--- config.mk ---
export PLATFORM = sky130hd
export DESIGN_NAME = window_wta
export DESIGN_NICKNAME = d
export VERILOG_FILES = /design/src/rtl/window_wta.sv
export SDC_FILE = /design/constraint.sdc
export NUM_CORES = 2
export LEC_CHECK = 0
export BUFFER_PORTS_ARGS = -buffer_cell sky130_fd_sc_hd__buf_4
export CORE_MARGIN = 5
export CORE_UTILIZATION = 35
export DETAILED_ROUTE_END_ITERATION = 6
export PLACE_DENSITY = 0.52
export SYNTH_ARGS = -nofsm -noshare
export SYNTH_HDL_FRONTEND = slang
export SYNTH_SLANG_ARGS = --single-unit
--- constraint.sdc ---
create_clock -name i_clk -period 2.75 [get_ports i_clk]
set_input_delay 0.275 -clock i_clk [delete_from_list [all_inputs] [get_ports i_clk]]
set_output_delay 0.275 -clock i_clk [all_outputs]
set_load 0.05 [all_outputs]
--- src/rtl/window_wta.sv ---
// Winner-take-all disparity selection: pipelined minimum search over D cost lanes,
// with a per-line column counter that flags pixels whose search range is truncated.
module window_wta #(
  parameter  int WC    = 7,
  parameter  int WH    = 13,
  parameter  int M     = 650,
  parameter  int D     = 64,
  localparam int NOBIT = $clog2((WC**2/2)*(WH**2)),
  localparam int DBIT  = (D > 2) ? $clog2(D) : 1
) (
  input  logic                 i_clk,
  input  logic                 i_rst,
  input  logic [D*NOBIT-1:0]   i_cost,
  input  logic                 i_dval,
  output logic [DBIT-1:0]      o_disp,
  output logic [NOBIT-1:0]     o_cost,
  output logic                 o_border,
  output logic                 o_dval
);

  localparam int L  = $clog2(D) + 1;
  localparam int S  = L - 1;
  localparam int P  = 1 << S;
  localparam int CW = (M > 1) ? $clog2(M) : 1;

  // Heap-ordered tree: node k has children 2k and 2k+1; leaves P..2P-1 are the
  // unregistered input lanes, internal nodes 1..P-1 are registers.
  logic [NOBIT-1:0] t_cost   [1:2*P-1];
  logic [DBIT-1:0]  t_idx    [1:2*P-1];
  logic [NOBIT-1:0] n_cost_q [1:P-1];
  logic [DBIT-1:0]  n_idx_q  [1:P-1];

  logic [S-1:0]     v_q;
  logic [S-1:0]     b_q;
  logic [CW-1:0]    col_q;
  logic [CW-1:0]    col_d;
  logic             border_d;

  always_comb begin
    for (int unsigned k = 1; k < P; k++) begin
      t_cost[k] = n_cost_q[k];
      t_idx[k]  = n_idx_q[k];
    end
    for (int unsigned k = 0; k < P; k++) begin
      if (k < D) t_cost[P+k] = i_cost[k*NOBIT +: NOBIT];
      else       t_cost[P+k] = '1;
      t_idx[P+k] = DBIT'(k);
    end
  end

  // The left child always holds the lower indices, so taking the right child
  // only on a strict win resolves every tie to the lowest disparity.
  always_ff @(posedge i_clk) begin
    for (int unsigned k = 1; k < P; k++) begin
      if (t_cost[2*k+1] < t_cost[2*k]) begin
        n_cost_q[k] <= t_cost[2*k+1];
        n_idx_q[k]  <= t_idx[2*k+1];
      end else begin
        n_cost_q[k] <= t_cost[2*k];
        n_idx_q[k]  <= t_idx[2*k];
      end
    end
  end

  always_comb begin
    col_d = col_q;
    if (i_dval) col_d = (col_q == CW'(M - 1)) ? '0 : col_q + 1'b1;
    border_d = (32'(col_q) < 32'(D - 1));
  end

  always_ff @(posedge i_clk) begin
    if (i_rst) begin
      col_q    <= '0;
      v_q      <= '0;
      b_q      <= '0;
      o_dval   <= 1'b0;
      o_disp   <= '0;
      o_cost   <= '0;
      o_border <= 1'b0;
    end else begin
      col_q  <= col_d;
      v_q[0] <= i_dval;
      b_q[0] <= border_d;
      for (int unsigned s = 1; s < S; s++) begin
        v_q[s] <= v_q[s-1];
        b_q[s] <= b_q[s-1];
      end
      o_dval   <= v_q[S-1];
      o_border <= b_q[S-1];
      o_disp   <= t_idx[1];
      o_cost   <= t_cost[1];
    end
  end

endmodule
==> impl_metrics.yaml <==
detailed_routing:
  initialDrtViolationCount: 1124
  route.detailed.drc: 0
  num_vias: 35860
  wire_per_inst_um: 17.51
  drt-total-wl_um: 139300
  first_pass_iters: 5
  vias_per_cell: 4.507
  drtAntennaViolNets: 0
final_layout:
  areaGrowthSynthToFinish_pct: 43.11
  layout.nets: 7568
  final_common_cell: "dfxtp_1"
  final_cell_mix: "dfxtp_1 (918), buf_4 (898), dlygate4sd3_1 (769)"
  finalInstanceArea_sq_um: 66450
  drive_above_1_share_pct: 31.42
  fin_cells: 7955
die:
  design.die.area_sq_um: 140000
  ios: 791
  num_rows: 133
  die_y_um: 374.2
  die_width_um: 374.2
  start_util_pct: 35.27
  core_sq_um: 131600
timing:
  fin_ws_ns: -0.01654
  setup_viol: 1
  clock_skew_ns: 0.02770
  report.final.slew_viol_count: 0
  timing.final.crit_share_pct: 100.6
  tightest_slew_ns: 1.108
  fmax_ghz: 0.3615
  max_slew_margin_pct: 25.90
  min_period_ns: 2.767
  hold_viol: 0
  tns_ns: -0.01654
  hold_slack_ns: 0.1033
  rsz0062_at_grt: "true"
cts:
  cts_max_path_buffers: 3
  cts-root-buf: "clkbuf_16"
  h-tree-depth: 3
  clkTransAtPathRegs_ns: 0.06
  cts_tree: "built"
  numCtsBuffers: 101
  cts_sinks: 918
  clkLatencyLatePin_ns: 0.67
global_route:
  globalRouteOverflowTotal: 0
  grt_pass1_vias: 38390
  grt_max_degree: 34
  antenna_found_initial: 17
  grt_pass1_wl_um: 213500
  track_usage_pct: 19.29
worst_hold_path:
  holdPathStages: 3
  worstHoldStart: "i_cost[157]"
  hp-class: "input pin to flop"
power:
  powerDensity_nw_per_um2: 788.2
  pwr-share-seq_pct: 37.1
  pwr-share-comb_pct: 35.6
  vdd_drop_max_mv: 0.5095
  power_switching_uw: 16300
  p_int_uw: 36070
  p_leak_uw: 0.03212
  switching_share_pct: 31.13
  power_uw: 52370
  clock_power_share_pct: 27.2
synthesis:
  yosys_register_bits: 918
  synth_xor_area_share_pct: 0.1698
  synth_cells: 4392
  ys_seq_area_share_pct: 39.58
  synth_warnings: 0
  muxShareOfSynthArea_pct: 20.08
  async_reset_ff_share_pct: 0
  synth_edf_count: 0
  synth.distinct_cells: 39
  synthSimpleGateAreaFrac_pct: 4.527
  synth_compound_area_share_pct: 9.951
  syn_area_sq_um: 46430
  synthAdderAreaFrac_pct: 18.73
  ys.flop_type: "dfxtp_1"
  synth_nets: 5858
  synth_top_family_by_area: "multiplexers"
  syn_avg_cell_area_sq_um: 10.57
critical_path:
  rr_worst_depth: 8
  worst_ep_required_time_ns: 3.31
  critPathLaunchType: "input pin"
  end_kind: "flop"
  critPathLaunch: "i_cost[511]"
  cp_common_cell: "dlygate4sd3_1"
  regToRegSetupSlack_ns: 0.51
  r2r_start: "n_cost_q[46][11]"
  arrival_ns: 3.33
  worstSetupPathType: "input pin to flop"
  cp_slowest_cell: "o41ai_4"
  cp_cell_sequence: "dlygate4sd3_1, buf_4, inv_1, ha_1, nand4_1, o41ai_4, mux2_4, dlygate4sd3_1"
  path_max_fanout: 13
  cp_slowest_stage_delay_ns: 0.98
outcome:
  status: "finished, violations left"
  violations: "setup timing"
placement:
  placed_area_sq_um: 55040
  hpwl_um: 113500
  io_buffers: 790
  placedCellCount: 6976
  gp_congestion: 0.8844
flow_run:
  maxCapViolations: 0
==> Yosys cell counts, types with 41 or more instances <==
master    number  area (sq um)
buf_2         55         275.3
mux2_2       768          8648
ha_1         695          8696
nand2_1      198         743.2
o21a_1        63         473.0
nand4_1       49         306.5
nand2b_1      58         362.9
mux2_4        45         675.7
a21oi_1      346          1732
nor2_1        93         349.1
inv_1        757          2841
o21ai_0      116         580.6
dfxtp_1      918         18380
a211o_1       41         359.1
==> registers in the layout, summed over array words and instances, names as in the netlist <==
name / flops
b_q: 6
col_q: 10
n_cost_q: 756
n_idx_q: 120
o_border: 1
o_cost: 12
o_disp: 6
o_dval: 1
v_q: 6
==> cell type report <==
| class | instances | area (sq um) |
|---|---|---|
| fill | 12040 | 65180 |
| sequential | 918 | 18380 |
| inverter | 757 | 2841 |
| antenna | 17 | 42.54 |
| clock inverter | 36 | 533.0 |
| tap | 1755 | 2196 |
| multi-input combinational | 2649 | 24910 |
| clock buffer | 148 | 2999 |
| timing repair buffer | 1675 | 14550 |
==> power by group through the flow <==
stage                     sequential, uW  combinational [uW]  clock (uW)
final                              19400               18700       14300
after global routing               19800               20800       15300
after CTS                          19500               18900       14700
after detailed placement           19700               17400           0
after global placement             19800               17200           0
after floorplan                    18700               11900           0
==> per-stage QoR <==
stage,worst slack [ns],utilization (%)
final,-0.01654,50.48
after global routing,-0.03252,50.47
after CTS,0.0007709,50.35
after detailed placement,-0.1235,41.81
after global placement,-0.09461,41.81
after floorplan,0.6479,-
==> routing by layer <==
| metal | wire, um | vias up | global-route usage, % |
|---|---|---|---|
| met3 | 5390 | 218 | 3.490 |
| met4 | 4777 | 4 | 6.530 |
| met1 | 60710 | 16500 | 23.48 |
| li1 | - | 18540 | - |
| met5 | 27 | - | 0 |
| met2 | 68400 | 594 | 34.27 |
==> repair_timing <==
action / in CTS / in global routing
setup endpoints to repair: 0 / 46
buffers inserted: 0 / 8
hold buffers: 770 / 2
resized for setup: 0 / 10
endpoints found under the hold margin: 415 / 2
==> worst max-delay path: cells and delay by family <==
| kind | cells | cell delay, ns |
|---|---|---|
| buffers and inverters | 4 | 1.27 |
| AOI/OAI and AO/OA | 1 | 0.98 |
| muxes | 1 | 0.35 |
| adders and majority gates | 1 | 0.30 |
| and+or+nand+nor | 1 | 0.15 |
==> cell families (layout without fill, tap and decap cells) <==
family / count (synthesis) / after routing
DFF: 918 / 918
buffers and inverters: 825 / 2616
muxes: 813 / 813
adders and majority gates: 695 / 695
AOI/OAI and AO/OA: 686 / 686
and+or+nand+nor: 446 / 446
xor gates and xnor gates: 9 / 9
other: 0 / 17
==> final timing paths <==
| check | to |
|---|---|
| worst min-delay path | n_cost_q[38][1] |
| worst max register to register | n_cost_q[23][5] |
| worst min register to register | b_q[5] |
| worst max-delay path | n_cost_q[53][1] |
Note: power is estimated with default switching activity, not from simulation.
